**config.mk**
```make
export PLATFORM = sky130hd
export DESIGN_NAME = layer_requant_bridge
export DESIGN_NICKNAME = d
export VERILOG_FILES = /design/src/rtl/layer_requant_bridge.sv
export SDC_FILE = /design/constraint.sdc
export NUM_CORES = 1
export LEC_CHECK = 0
export ABC_AREA = 1
export ABC_CLOCK_PERIOD_IN_PS = 5600
export CAP_MARGIN = 20
export CORE_UTILIZATION = 30
export CTS_CLUSTER_SIZE = 24
export DETAILED_ROUTE_END_ITERATION = 10
export PLACE_DENSITY = 0.54
export SLEW_MARGIN = 15
export SYNTH_ARGS = -nofsm -noshare
export SYNTH_HDL_FRONTEND = slang
export SYNTH_SLANG_ARGS = --single-unit
export TNS_END_PERCENT = 5
```
**constraint.sdc**
```tcl
create_clock -name clk -period 5.6 [get_ports clk]
set_clock_uncertainty 0.05 [all_clocks]
set_input_delay 0.84 -clock clk [delete_from_list [all_inputs] [get_ports clk]]
set_output_delay 0.84 -clock clk [all_outputs]
set_load 0.01 [all_outputs]
```
**src/rtl/layer_requant_bridge.sv**
```systemverilog
// layer_requant_bridge: round/shift/saturate eight int16 lanes to int8 and buffer them in a FIFO.
// Define LAYER_REQUANT_SATCNT_EN to add the sat_count output.
module layer_requant_bridge #(
  parameter int SHIFT = 4,
  parameter int DEPTH = 4
) (
  input  logic                     clk,
  input  logic                     reset,
  input  logic                     valid_in,
  input  logic [15:0]              y0,
  input  logic [15:0]              y1,
  input  logic [15:0]              y2,
  input  logic [15:0]              y3,
  input  logic [15:0]              y4,
  input  logic [15:0]              y5,
  input  logic [15:0]              y6,
  input  logic [15:0]              y7,
  output logic [7:0]               x0,
  output logic [7:0]               x1,
  output logic [7:0]               x2,
  output logic [7:0]               x3,
  output logic [7:0]               x4,
  output logic [7:0]               x5,
  output logic [7:0]               x6,
  output logic [7:0]               x7,
  output logic                     valid_out,
  input  logic                     ready_in,
  output logic [$clog2(DEPTH):0]   count,
  output logic                     overflow
`ifdef LAYER_REQUANT_SATCNT_EN
  ,
  output logic [15:0]              sat_count
`endif
);
  localparam int AW = $clog2(DEPTH);
  localparam logic [AW:0] FULL = (AW+1)'(DEPTH);
  localparam logic signed [16:0] RND = (17'sd1 <<< SHIFT) >>> 1;
  localparam logic signed [16:0] QMAX = 17'sd127;
  localparam logic signed [16:0] QMIN = -17'sd128;
  logic [15:0] y [8];
  logic [7:0] q_c [8];
  logic [7:0] sat_c;
  assign y = '{y0, y1, y2, y3, y4, y5, y6, y7};
  genvar i;
  for (i = 0; i < 8; i++) begin : g_lane
    logic signed [16:0] t, s;
    assign t = $signed({y[i][15], y[i]}) + RND;
    assign s = t >>> SHIFT;
    assign sat_c[i] = (s > QMAX) || (s < QMIN);
    assign q_c[i] = s > QMAX ? 8'h7f : s < QMIN ? 8'h80 : s[7:0];
  end
  logic [63:0] q1;
  logic        s1_valid;
  always_ff @(posedge clk or negedge reset) begin
    if (!reset) begin
      s1_valid <= 1'b0;
      q1 <= '0;
    end else begin
      s1_valid <= valid_in;
      if (valid_in) q1 <= {q_c[7], q_c[6], q_c[5], q_c[4], q_c[3], q_c[2], q_c[1], q_c[0]};
    end
  end
  logic [63:0]   mem [DEPTH];
  logic [AW-1:0] wr_ptr, rd_ptr;
  logic          full, pop, push;
  assign full = count == FULL;
  assign valid_out = |count;
  assign pop = valid_out & ready_in;
  // a pop on the same edge frees the slot, so a full FIFO still accepts the push
  assign push = s1_valid & (~full | pop);
  always_ff @(posedge clk) begin
    if (push) mem[wr_ptr] <= q1;
  end
  always_ff @(posedge clk or negedge reset) begin
    if (!reset) begin
      wr_ptr <= '0;
      rd_ptr <= '0;
      count <= '0;
      overflow <= 1'b0;
    end else begin
      if (push) wr_ptr <= wr_ptr + AW'(1);
      if (pop) rd_ptr <= rd_ptr + AW'(1);
      count <= count + (AW+1)'(push) - (AW+1)'(pop);
      overflow <= overflow | (s1_valid & full & ~pop);
    end
  end
  assign {x7, x6, x5, x4, x3, x2, x1, x0} = valid_out ? mem[rd_ptr] : 64'd0;
`ifdef LAYER_REQUANT_SATCNT_EN
  always_ff @(posedge clk or negedge reset) begin
    if (!reset) sat_count <= '0;
    else if (valid_in && |sat_c && sat_count != 16'hffff) sat_count <= sat_count + 16'd1;
  end
`endif
endmodule

```
==> results of run 1 <==
## registers in the layout, summed over array words and instances, names as in the netlist
signal,cells
overflow,1
mem,256
s1_valid,1
q1,64
wr_ptr,2
count,3
rd_ptr,2
## metrics by stage
| step | setup slack, ps | instance area, um2 | power (W) | cells | hold slack, ps |
|---|---|---|---|---|---|
| floorplan | 1240 | 15500 | 0.00508 | 1637 | 426 |
| global placement | 1780 | 18000 | 0.00676 | 2439 | 428 |
| detailed placement | 1780 | 18000 | 0.00678 | 2439 | 434 |
| CTS | 1200 | 19200 | 0.00910 | 2503 | 283 |
| global route | 1020 | 19200 | 0.00950 | 2503 | 303 |
| finish | 1270 | 19200 | 0.00894 | 2503 | 266 |
## critical path, stage by stage, from the launching register on
cell and delay [ps]:
sky130_fd_sc_hd__dfrtp_4 1100, sky130_fd_sc_hd__buf_4 580, sky130_fd_sc_hd__nor2_1 100, sky130_fd_sc_hd__nor2_1 90
sky130_fd_sc_hd__o21ai_0 90, sky130_fd_sc_hd__a21oi_1 320, sky130_fd_sc_hd__clkdlybuf4s50_1 610
## final timing paths
path	from	endpoint	slack, ps	cells past startpoint
setup / recovery	rd_ptr[0]	x2[1]	1270	6
hold / removal	reset	q1[61]	270	1
setup reg to reg	count[1]	count[2]	2420	10
hold reg to reg	overflow	overflow	440	1
max in group asynchronous	reset	rd_ptr[0]	4180	2
min in group clk	overflow	overflow	440	1
## layer usage
| layer | track usage, % | up-vias | share of wire, % |
|---|---|---|---|
| met5 | 0 | - | 0.10 |
| met1 | 18.4 | 5399 | 44 |
| met3 | 3.41 | 40 | 5.8 |
| met4 | 3.02 | 6 | 1.3 |
| li1 | - | 5763 | - |
| met2 | 25.5 | 220 | 49 |
## power groups by stage
stage	clock (W)	sequential (W)	combinational, W
6_report	0.00230	0.00342	0.00322
5_1_grt	0.00245	0.00347	0.00358
4_1_cts	0.00235	0.00342	0.00333
3_5_place_dp	0	0.00347	0.00331
3_3_place_gp	0	0.00346	0.00330
2_1_floorplan	0	0.00335	0.00173
## kinds of logic after synthesis
| logic type | after synthesis |
|---|---|
| fa+ha+maj | 15 |
| buf+inv | 148 |
| compound gates | 234 |
| simple gates | 860 |
| xor+xnor | 51 |
| flops | 329 |
## final cells by class
type | count | area share (%)
clock buffer | 46 | 5.27
clock inverter | 18 | 0.757
inverter | 87 | 1.71
multi-input combinational | 1160 | 28.2
sequential | 329 | 49.7
tap | 672 | 4.39
timing repair buffer | 191 | 10.0
## cell usage in the layout (no fill, tap or decap), drive strengths merged
master | synthesis | layout
a21oi | 95 | 95
and3 | 1 | 1
buf | 17 | 17
bufinv | 0 | 2
clkbuf | 44 | 46
clkdlybuf4s50 | 0 | 174
clkinv | 1 | 16
clkinvlp | 0 | 1
dfrtp | 73 | 73
edfxtp | 256 | 256
fa | 1 | 1
ha | 14 | 14
inv | 86 | 86
nand2 | 393 | 393
nand3 | 57 | 57
nand3b | 7 | 7
nand4 | 13 | 13
nor2 | 375 | 375
nor3 | 14 | 14
o21ai | 136 | 136
o21bai | 1 | 1
o31a | 1 | 1
o31ai | 1 | 1
xnor2 | 22 | 22
xor2 | 29 | 29
==> results.txt, run 1 <==
The run finished with clean final reports. The worst hold path belongs to the class in -> async. The total routed wirelength came out at 38900 um.

Global routing finished with a remaining overflow of 0. The share of flip-flops with an asynchronous set or reset after synthesis is 22.2%. The number of setup violations in the final report is 0. The biggest fanout along the worst timing path is 88. The sort of element at the end of the critical path is an output port. Dividing total power by cell area gives a power density of 467 nW/um2. The number of unique standard cell types used by synthesis came out at 35.

The total standard cell area after synthesis came out at 15500 um2. The combined flip-flop and latch cell area came out at 9520 um2. The clock network fraction of design power came out at 25.8%. The xor and xnor fraction of the mapped netlist area is 2.89%.

The area of the die is 52400 um2. The post-route netlist has 6.61% of its cells at a drive strength greater than 1. Summing over every cut layer, the via total after detailed routing is 11400.

The top cell type by total area after synthesis is sky130_fd_sc_hd__edfxtp_1. The final number of max-transition violations came to 0. The sum of negative setup slack is 0 ps. The count of yosys warnings during synthesis came out at 0.

TritonCTS built the clock tree. The commonest cells after synthesis are sky130_fd_sc_hd__nand2_1, sky130_fd_sc_hd__nor2_1, sky130_fd_sc_hd__edfxtp_1, sky130_fd_sc_hd__o21ai_0, sky130_fd_sc_hd__a21oi_1. The part of the cycle the worst path needs is 77.3%.

At the worst endpoint, the arrival time is 3440 ps. The layout net count came out at 1952. The most numerous cell in the Yosys netlist is sky130_fd_sc_hd__nand2_1.

The number of port buffers came out at 176. The relative contribution of sequential cells to total power is 38.2%. The initial antenna violation count came to 3. Cells fill 38.0% of the core in the end. The height of the chip came out at 229 um.

The synthesis-to-finish area growth is 24.0%. The number of iterations in the first detailed-routing pass is 5. The horizontal die dimension came out at 229 um. The clock-pin slew of the registers on the worst-case setup and hold paths is 60 ps. The pin count of the biggest net entering global routing is 89. The TritonCTS sink count came out at 329. In the final routed layout, each cell accounts on average for 15.5 um. The reported net switching power is 0.00307 W.

The share of total power consumed by net switching came out at 34.4%. The number of antenna cells inserted is 0. The area taken by multi-input logic gates is 5410 um2.

The combined global-route utilization of all metal layers came out at 14.7%. The tree is rooted in a sky130_fd_sc_hd__clkbuf_16. The synthesized design contains 256 enable-type register cells. The global placer's final weighted congestion is 0.807. The critical path is of the reg -> out type. The portion of netlist area occupied by mux cells came out at 0%. The largest voltage drop on the vdd net came out at 0.222 mV.

The buffers inserted during post-CTS setup optimization came out at 0. The wire length of the first global-routing pass is 60900 um. The required time of the critical path is 4710 ps. The internal power summed over all cells is 0.00587 W.

The count of cells resized by post-cts repair is 0. Once detailed placement completed, the half-perimeter wirelength came to 24100 um. Max-cap violations in this run came to 0. The mean instance size in the synthesized netlist came out at 9.44 um2.

The leakage power total is 7.41 nW. The worst relative slew slack came out at 28.5%. The area share of and/or/nand/nor cells after synthesis is 22.6%. The maximum clock rate is 0.231 GHz.

The sequential-to-total area share from yosys stat came out at 61.5%. The number of ports placed on the die boundary came out at 201. Dividing the detail-routed via count by the number of cells gives 4.57. Summing the areas of all compound-gate instances in the mapped netlist gives 8.04% of the synthesized area. The adder-cell area share of the yosys netlist is 1.26%. Buffers inserted during clock tree synthesis total 36. The DRC violation count after routing is 0. In the post-synthesis netlist, the biggest area contributors are sky130_fd_sc_hd__edfxtp_1, sky130_fd_sc_hd__dfrtp_1, sky130_fd_sc_hd__nand2_1. The count of hold-fix buffers inserted at cts is 0.

The final hold violation count is 0. The shortest clock period the worst path allows after layout came out at 4330 ps. The number of antenna-violating nets in the routed design is 0.

Setup repair after global routing left no endpoint under its margin. The number of DRC violations after detailed-routing iteration 0 is 674. The startpoint type of the worst setup path is a flop.

The initial utilization of the core area, before any placement, comes to 30.6%. By area, the combinational part of the netlist is dominated by simple AND/OR/NAND/NOR gates. The level count of the clock H-tree is 2. After synthesis the netlist holds a flip-flop and latch count of 329.

The proportion of power drawn by combinational gates came out at 36.0%. Fill cells in the final layout number 5062. The synthesized net count is 1784. The via count of the first global-routing pass is 11000. Counting every instance in the synthesized netlist gives 1637. The clock network latency to the later pin of the worst-skew pair is 510 ps. In the synthesized netlist the dominant register cell turns out to be sky130_fd_sc_hd__edfxtp_1. The core area is 50500 um2. For the pin with the worst max-slew slack, the measured transition is 1070 ps. The share of the synthesized area in the top cell type came out at 49.7%. The floorplan has 82 rows. The number of buffers between clock root and the deepest sink is 3.
Power figures use the tool's default switching activity.
==> run 2: changes to the inputs <==
--- a/config.mk
+++ b/config.mk
@@ -6,12 +6,12 @@
 export NUM_CORES = 1
 export LEC_CHECK = 0
 export ABC_AREA = 1
-export ABC_CLOCK_PERIOD_IN_PS = 5600
+export ABC_CLOCK_PERIOD_IN_PS = 3750
 export CAP_MARGIN = 20
 export CORE_UTILIZATION = 30
 export CTS_CLUSTER_SIZE = 24
 export DETAILED_ROUTE_END_ITERATION = 10
-export PLACE_DENSITY = 0.54
+export PLACE_DENSITY = 0.55
 export SLEW_MARGIN = 15
 export SYNTH_ARGS = -nofsm -noshare
 export SYNTH_HDL_FRONTEND = slang
==> constraint.sdc (replaced) <==
create_clock -name clk -period 3.75 [get_ports clk]
set_clock_uncertainty 0.05 [all_clocks]
set_input_delay 0.5625 -clock clk [delete_from_list [all_inputs] [get_ports clk]]
set_output_delay 0.5625 -clock clk [all_outputs]
set_load 0.01 [all_outputs]
==> run 2 against run 1 <==
  * Register-to-register slack worse by 1300 ps
  * Highest routed layer unchanged
  * Via count decreased by 0.30%
  * Count of clock-buffer cells in the layout rose by 7
  * Hold slack worse by 93 ps
  * Die area did not move
  * Combinational power is 55% higher
==> results.txt, run 2 (synthesized netlist as in run 1, its figures left out) <==
The flow ran to the end, and the final reports show no timing, DRC or antenna violations. The TritonCTS clock tree is built. The startpoint type of the worst setup path is a flop. In this run the horizontal extent of the chip is 229 um.

The startpoint identified for the worst register-to-register timing path is count[1]. The via count of the first global-routing pass was 11100. The via-per-instance ratio is 4.54. The die covers 52400 um2. The required time of the critical path came out at 3140 ps. Cells with a size suffix above 1 make up 6.64% of the layout. The critical path goes through buf_12 -> nor2_1 -> nor2_1 -> o21ai_0 -> a21oi_1 -> clkdlybuf4s50_1.

The number of cells on the worst reg-to-reg path is 10. The layout net count came out at 1958. The number of DRC violations after detailed-routing iteration 0 came out at 534. Among the stages of the critical path, the cell type that occurs most often is sky130_fd_sc_hd__nor2_1. For this design, the slowest cell found on the critical path is sky130_fd_sc_hd__clkdlybuf4s50_1. After detailed routing, the number of remaining DRC violations is 0. For this block, the via count after detailed routing is 11400. The pin slew with the least headroom to its limit came out at 980 ps.

The final number of max-transition violations is 0. In this run the most used layer during global routing was met2. The number of setup violations in the final report came out at 0. The clock-pin slew of the registers on the worst-case setup and hold paths is 60 ps.

Data on the critical path arrives at its endpoint at 2690 ps. The biggest fanout along the worst timing path is 130. The total routed wirelength came out at 38300 um. For this run, the top clock speed supported by timing is 0.303 GHz. Global routing consumed, on the met2 layer, 25.3% of the routing resources. The worst pin sits at a relative slew slack of 34.7%.

Counting flops per register, the top entry is mem. In this run the count of I/O pins placed on the die edge is 201. Global routing used 18.5% of the available met1 tracks.

Buffers placed on the I/O ports in this run total 176. The floorplan row count came out at 82. The core area is 50500 um2. Leaving out fill and tap cells, the most frequent cell in the layout is sky130_fd_sc_hd__nand2_1.

In this run the remaining antenna-violating nets after routing total 0. Hold repair after CTS inserted 0 buffers. Across every metal layer, demand over resource in global routing totals 14.6%. The largest voltage drop on the vdd net came out at 0.548 mV. The synthesis-to-finish area growth is 24.4%. The first detailed-routing pass took 4 iterations. The critical path in this run is classified as reg -> out. The count of placed standard cells including taps came out at 2445. The max-cap violation count came out at 0. In the layout the commonest cells are sky130_fd_sc_hd__nand2_1, sky130_fd_sc_hd__nor2_1, sky130_fd_sc_hd__edfxtp_1. The HPWL after detailed placement is 23800 um. Routability-driven placement finished with a final weighted congestion of 0.829. The height of the chip came out at 229 um. The critical path's largest stage delay is 610 ps. The H-tree was split into 2 levels. The clock network latency to the later pin of the worst-skew pair came out at 500 ps. The aggregate global routing overflow is 0. The part of the cycle the worst path needs is 88.1%. The initial antenna violation count is 4.

The worst hold slack is 173 ps. The register with the most flip-flops in the layout has 256 of them. The analysis attributes to cell leakage a power of 7.44 nW.

The endpoint identified for the worst register-to-register timing path is count[2]. The final standard cell count with taps included and fillers excluded came out at 2508. The number of buffers between clock root and the deepest sink came out at 3.

In this run the power density over the cells is 697 nW/um2. The effective utilization at floorplan is 30.6%. The minimum setup slack among reg-to-reg paths is 1170 ps. The wire length of the first global-routing pass is 61000 um.

The largest registers in the layout are mem: 256 flops, q1: 64 flops, count: 3 flops. The number of antenna diodes in the final layout is 0. Buffers added to address setup during post-CTS repair amount to 0. The worst hold path belongs to the class in -> async. STA classifies the critical path endpoint as an output port. The final hold violation count is 0. The number of buffers created by CTS is 36. Post-CTS repair changed the size of 0 cells. Setup repair after global routing left no endpoint under its margin. The pin count of the biggest net entering global routing came out at 131. The TritonCTS sink count came out at 329. The global routing usage on met3 is 3.10%. The number of filler instances in the final layout came out at 5048. The shortest clock period the worst path allows after layout came out at 3300 ps.

The final critical-path setup slack came out at 445 ps. The root buffer cell is sky130_fd_sc_hd__clkbuf_16. Prior to clock tree synthesis, the placed netlist has a worst setup slack of 978 ps. The average routed wire per standard cell came out at 15.3 um.
run 2: changes by cell type in the layout (fill, tap and decap cells not counted), sizes merged:
cell / change
buf: +6
clkbuf: +7
clkinv: -8
clkinvlp: -1
inv: +1
run 2: worst max-delay path by stage:
| stage | to | start | cells past startpoint |
|---|---|---|---|
| 2_1_floorplan | mem[0][0] | ready_in | 4 |
| 3_3_place_gp | x6[0] | rd_ptr[0] | 5 |
| 3_5_place_dp | x3[1] | rd_ptr[0] | 5 |
| 4_1_cts | x3[1] | rd_ptr[0] | 5 |
| 5_1_grt | x3[1] | rd_ptr[0] | 6 |
| 6_report | x6[7] | rd_ptr[0] | 6 |
run 2: layer usage:
metal	vias up	share of wire, %
met5	-	0.12
met4	8	1.7
met3	51	4.7
met2	171	48
met1	5372	45
li1	5792	-
run 2: worst max-delay path: cells and delay by family (launching register included):
family / cells / cell delay [ps]
flops: 1 / 430
compound gates: 2 / 390
buf+inv: 2 / 1090
simple gates: 2 / 200
run 2: metrics by stage:
| step | cell area [um2] | total power, W | TNS, ps | util [%] |
|---|---|---|---|---|
| after floorplan | 15500 | 0.00759 | -86050 | - |
| after global placement | 18100 | 0.0101 | 0 | 35.8 |
| after detailed placement | 18100 | 0.0102 | 0 | 35.8 |
| after CTS | 19200 | 0.0137 | 0 | 38.1 |
| after global routing | 19200 | 0.0142 | 0 | 38.1 |
| final | 19200 | 0.0134 | 0 | 38.1 |
run 2: final cells by class:
type / count / area (um2) / area share [%]
repair buffers: 197 / 1970 / 10.3
flip-flops and latches: 329 / 9520 / 49.5
inverters: 87 / 328 / 1.70
clock inverters: 10 / 104 / 0.540
multi-input cells: 1160 / 5410 / 28.1
clock buffers: 53 / 1060 / 5.49
well taps: 672 / 841 / 4.37
run 2: where the power goes:
group	leakage, nW	internal (W)	switching, W
clock	0.570	0.00209	0.00136
combinational	3.70	0.00205	0.00295
sequential	3.17	0.00472	0.000230
==> patch 1, RTL diff (config.mk and constraints of run 2) <==
Add a define of `LAYER_REQUANT_SATCNT_EN`.
--- a/src/rtl/layer_requant_bridge.sv
+++ b/src/rtl/layer_requant_bridge.sv
@@ -1,4 +1,6 @@
 // layer_requant_bridge: round/shift/saturate eight int16 lanes to int8 and buffer them in a FIFO.
 // Define LAYER_REQUANT_SATCNT_EN to add the sat_count output.
+`define LAYER_REQUANT_SATCNT_EN
+
 module layer_requant_bridge #(
   parameter int SHIFT = 4,
Function (old outputs only; new: sat_count): no difference found for any inputs over 4 cycles, from zero or initial values and one cycle with reset low; that may be too few to reach the edited logic, so the function may still have changed.
==> patch 1 against run 2 <==
- setup slack got worse by 0.23 ns
- critical path type unchanged
- combinational power rose by 4.8%
- area after synthesis rose by 8.3%
- sequential cell count rose by 16
- largest power group unchanged
- cell area rose by 8.7%
- routed wire length rose by 15%
- total power rose by 5.5%
- critical endpoint is now x2[6]
- sequential share of layout area fell by 2.1 points
==> patch 1: results (changes against run 2) <==
clock_network:
  cts_setup_buffers: 0  # unchanged
  cts.repair.resized: 0  # unchanged
  numCtsBuffers: 38  # was 36
  cts-root-buf: "clkbuf_16"  # unchanged
  clockBufferDepth: 3  # unchanged
  h-tree-depth: 2  # unchanged
  clk_pin_slew_ns: 0.06  # about the same
  clk_latency_ns: 0.55  # was 0.50 ns
drt:
  vias: 12867  # was 11394
  post_drt_via_cell_ratio: 4.66  # was 4.54
  wirelength_um: 44000  # was 38300 µm
  drtIter0Drc: 758  # was 534
  first_pass_iters: 5  # was 4
synth:
  async_reset_ff_share_pct: 25.8  # was 22.2%
  syn_nets: 1935  # was 1784
  synth_edf_count: 256  # unchanged
  synthTopCellsByCount: "384 x nor2_1, 315 x nand2_1, 256 x edfxtp_1"  # was 381 x nand2_1, 364 x nor2_1, 256 x edfxtp_1
  ys_warn_count: 0  # unchanged
  ys_types: 43  # was 35
  synthCells: 1787  # was 1637
  yosys-top-cells-area: "edfxtp_1 46%, dfrtp_1 13%, nor2_1 8.6%, nand2_1 7.1%, o21ai_0 4.5%"  # was edfxtp_1 50%, dfrtp_1 12%, nand2_1 9.2%, nor2_1 8.8%, o21ai_0 4.3%
  yosysSeqAreaShare_pct: 59.2  # was 61.5%
  yosys.area.top_type: "edfxtp_1"  # unchanged
pwr:
  power.leakage_uw: 0.00786  # was 0.00744 µW
  max-vdd-ir-drop_v: 0.000330  # was 0.000548 V
global_route:
  grt_use_total_pct: 15.7  # was 14.6%
  grt_max_degree: 73  # was 131
  antenna_found_initial: 3  # was 4
  grt_pass1_wl_um: 69700  # was 61000 µm
timing:
  whs_ns: 0.0165  # was 0.173 ns
  slew_headroom_pct: 50.1  # was 34.7%
worst_setup_path:
  rrSetupSlack_ns: 1.24  # was 1.17 ns
  reg2reg_depth: 10  # unchanged
  cp-startpoint: "rd_ptr[0]"  # unchanged
  worstPathArrival_ns: 2.93  # was 2.69 ns
  r2r-end: "count[2]"  # unchanged
  cp-start-kind: "flip-flop"  # unchanged
  r2r-start: "count[1]"  # unchanged
  crit_fanout: 72  # was 130
  crit_path_top_delay_cell: "dfrtp_4"  # was clkdlybuf4s50_1
  slowest_delay_ns: 0.66  # was 0.61 ns
  critical-path-top-delay-family: "buffers and inverters"  # unchanged
layout:
  drive_above_1_share_pct: 8.85  # was 6.64%
  antenna_cells: 0  # unchanged
  top_regs: "mem: 256 flops, q1: 64 flops, sat_count: 16 flops"  # was mem: 256 flops, q1: 64 flops, count: 3 flops
  nNetsFinal: 2130  # was 1958
place:
  placed_area_um2: 19700  # was 18100 µm²
  port_buffers: 192  # was 176
  gp_congestion: 0.862  # was 0.829
  dpl.cell_count: 2690  # was 2445
  dpl.hpwl_um: 28300  # was 23800 µm
hold_path:
  hold_path.class: "in -> async"  # unchanged
outcome:
  outcome: "complete, no violations"  # unchanged
-- patch 1: layout make-up --
type                    count  area, µm²
fillers                  5508      34200
flip-flops and latches    345       9920
multi-input cells        1271       6220
repair buffers            217       2200
clock buffers              56       1080
well taps                 748        936
inverters                 109        412
clock inverters            13        140
-- patch 1: worst max-delay path by stage --
stage | end
finish | x2[6]
floorplan | mem[0][0]
global route | x2[6]
detailed placement | sat_count[3]
CTS | x2[6]
global placement | sat_count[5]
-- patch 1: where the power goes --
group	leakage, µW	internal (µW)	total (µW)	switching (µW)
combinational	0.00392	2180	5240	3060
sequential	0.00333	4900	5230	328
clock	0.000600	2200	3680	1470
-- patch 1: cells by family after synthesis --
| group | Yosys count | synth area share [%] |
|---|---|---|
| xor+xnor | 50 | 2.61 |
| buf+inv | 171 | 3.90 |
| simple gates | 909 | 23.7 |
| flops | 345 | 59.2 |
| fa+ha+maj | 16 | 1.24 |
| compound gates | 296 | 9.40 |
-- patch 1: metal layers --
layer  wire [µm]  vias to the layer above  GRT usage (%)  share of wire, %
li1            -                     6393              -                 -
met1       20200                     6140           20.4                46
met2       20400                      275           26.0                46
met3        2540                       53           3.47               5.8
met4         778                        6           4.49               1.8
met5          42                        -              0             0.095
-- patch 1: metrics by stage --
| stage | util (%) | setup WS, ns | total power (µW) |
|---|---|---|---|
| final | 37.9 | 0.211 | 14100 |
| after global routing | 37.9 | 0.0608 | 15000 |
| after CTS | 37.9 | 0.163 | 14400 |
| after detailed placement | 35.7 | 0.350 | 10700 |
| after global placement | 35.7 | 0.444 | 10600 |
| after floorplan | - | -0.335 | 7860 |
==> patch 2, RTL diff (settings of run 2) <==
Made on the original files. Register the output `count` once more, cleared by the reset; this adds one clock of latency there. The other outputs are not delayed to match.
--- a/src/rtl/layer_requant_bridge.sv
+++ b/src/rtl/layer_requant_bridge.sv
@@ -38,4 +38,6 @@
   localparam logic signed [16:0] QMAX = 17'sd127;
   localparam logic signed [16:0] QMIN = -17'sd128;
+
+  logic [$clog2(DEPTH):0] count_s0;
   logic [15:0] y [8];
   logic [7:0] q_c [8];
@@ -64,6 +66,6 @@
   logic [AW-1:0] wr_ptr, rd_ptr;
   logic          full, pop, push;
-  assign full = count == FULL;
-  assign valid_out = |count;
+  assign full = count_s0 == FULL;
+  assign valid_out = |count_s0;
   assign pop = valid_out & ready_in;
   // a pop on the same edge frees the slot, so a full FIFO still accepts the push
@@ -76,10 +78,10 @@
       wr_ptr <= '0;
       rd_ptr <= '0;
-      count <= '0;
+      count_s0 <= '0;
       overflow <= 1'b0;
     end else begin
       if (push) wr_ptr <= wr_ptr + AW'(1);
       if (pop) rd_ptr <= rd_ptr + AW'(1);
-      count <= count + (AW+1)'(push) - (AW+1)'(pop);
+      count_s0 <= count_s0 + (AW+1)'(push) - (AW+1)'(pop);
       overflow <= overflow | (s1_valid & full & ~pop);
     end
@@ -92,4 +94,12 @@
   end
 `endif
+  always_ff @(posedge clk or negedge reset) begin
+    if (!reset) begin
+      count <= '0;
+    end else begin
+      count <= count_s0;
+    end
+  end
+
 endmodule
 
Formal check against the unedited RTL: not equivalent (a bounded check fails within 4 cycles, from zero or initial values and one cycle with reset low).
==> patch 2 against run 2 <==
- cell area grew 1.5%
- sequential cell count up 3
- total power grew 0.99%
- maximum frequency shrank 2.7%
- area after synthesis increased by 1.7%
- highest routed layer is now met4
- setup slack worse by 0.093 ns
- routed wire length grew 0.59%
- combinational power hardly changed
==> patch 2: results (changes against run 2) <==
global_route:
  grt_max_degree: 69  # was 131
  grt_pass1_wl_um: 61100  # was 61000 µm
  antenna_found_initial: 0  # was 4
  grt_pass1_vias: 11329  # was 11137
  grt_use_total_pct: 14.4  # was 14.6%
synth:
  yosys.area.top_type: "edfxtp_1"  # unchanged
  synthTopCellsByCount: "406 x nand2_1, 357 x nor2_1, 256 x edfxtp_1"  # was 381 x nand2_1, 364 x nor2_1, 256 x edfxtp_1
  async_reset_ff_share_pct: 22.9  # was 22.2%
  syn_nets: 1816  # was 1784
  synth_edf_count: 256  # unchanged
  ys_warn_count: 0  # unchanged
  yosysSeqAreaShare_pct: 61.0  # was 61.5%
  yosys-top-cells-area: "edfxtp_1 49%, dfrtp_1 12%, nand2_1 9.7%, nor2_1 8.5%, o21ai_0 4.3%"  # was edfxtp_1 50%, dfrtp_1 12%, nand2_1 9.2%, nor2_1 8.8%, o21ai_0 4.3%
  ys_types: 36  # was 35
clock_network:
  numCtsBuffers: 35  # was 36
  clk_latency_ns: 0.52  # was 0.50 ns
  cts.repair.resized: 0  # unchanged
  ctsHoldBuffers: 0  # unchanged
  clockBufferDepth: 3  # unchanged
  cts.sinks: 332  # was 329
  h-tree-depth: 2  # unchanged
  cts-root-buf: "clkbuf_16"  # unchanged
  clk_pin_slew_ns: 0.06  # about the same
  cts_setup_buffers: 0  # unchanged
hold_path:
  holdPathStages: 0
  hp-start: "count_s0[0]"
  hold_end: "count[0]"
  hold_path.class: "reg -> reg"  # was in -> async
worst_setup_path:
  reg2reg_depth: 11  # was 10
  worstPathArrival_ns: 2.79  # was 2.69 ns
  critical-path-top-delay-family: "buffers and inverters"  # unchanged
  cp-startpoint: "rd_ptr[0]"  # unchanged
  cp-endpoint: "x3[6]"  # was x6[7]
  slowest_delay_ns: 0.59  # was 0.61 ns
  crit_path_top_delay_cell: "buf_4"  # was clkdlybuf4s50_1
  r2r-start: "count_s0[1]"  # was count[1]
  crit_fanout: 63  # was 130
  r2r-end: "count_s0[2]"  # was count[2]
drt:
  wirelength_um: 38500  # was 38300 µm
  drtIter0Drc: 667  # was 534
  ant_nets: 0  # unchanged
  post_drt_via_cell_ratio: 4.53  # was 4.54
  first_pass_iters: 8  # was 4
pwr:
  power.leakage_uw: 0.00762  # was 0.00744 µW
  max-vdd-ir-drop_v: 0.000481  # was 0.000548 V
  switching_share_pct: 33.9  # about the same
timing:
  hold_violations: 0  # unchanged
  slew_headroom_pct: 43.9  # was 34.7%
place:
  dpl.hpwl_um: 24700  # was 23800 µm
  gp_congestion: 0.827  # was 0.829
  port_buffers: 176  # unchanged
layout:
  antenna_cells: 0  # unchanged
  nNetsFinal: 1992  # was 1958
  fill_cells: 5183  # was 5048
  drive_above_1_share_pct: 7.96  # was 6.64%
  top_regs: "mem: 256 flops, q1: 64 flops"  # was mem: 256 flops, q1: 64 flops, count: 3 flops
outcome:
  outcome: "complete, no violations"  # unchanged
-- patch 2: power by group through the flow --
stage / combinational, µW / sequential, µW / clock [µW]
final: 5010 / 5010 / 3520
after global routing: 5560 / 5070 / 3770
after detailed placement: 5140 / 5090 / 0
after global placement: 5120 / 5060 / 0
after floorplan: 2600 / 5070 / 0
after CTS: 5170 / 5010 / 3620
-- patch 2: cell families (layout without fill, tap and decap cells) --
family | Yosys count | count (layout) | synth area share [%]
adder cells (fa/ha/maj) | 15 | 15 | 1.24
AO/OA/AOI/OAI | 227 | 227 | 7.51
AND/OR/NAND/NOR | 895 | 895 | 23.6
flip-flops | 332 | 332 | 61.0
buffers and inverters | 148 | 351 | 3.76
XOR/XNOR | 52 | 52 | 2.90
-- patch 2: final cells by class --
class                   instances  area share, %
multi-input cells            1189           28.6
inverters                      85           1.64
repair buffers                202           10.3
clock buffers                  45           4.78
flip-flops and latches        332           49.1
clock inverters                19           1.20
well taps                     680           4.36
-- patch 2: per-layer routing --
layer	GRT usage (%)	vias up	routed length [µm]
li1	-	5875	-
met1	18.3	5429	17500
met2	25.5	205	18900
met3	2.26	43	1510
met4	3.46	0	572
met5	0	-	0
-- patch 2: metrics by stage --
stage / cells / util [%] / setup WS [ns] / hold slack (ns) / cell area (µm²)
2_1_floorplan: 1669 / - / -0.334 / 0.217 / 15700
3_3_place_gp: 2486 / 35.6 / 0.913 / 0.361 / 18300
3_5_place_dp: 2486 / 35.6 / 0.905 / 0.365 / 18300
4_1_cts: 2550 / 37.8 / 0.336 / 0.198 / 19500
5_1_grt: 2552 / 37.9 / 0.168 / 0.399 / 19500
6_report: 2552 / 37.9 / 0.352 / 0.378 / 19500
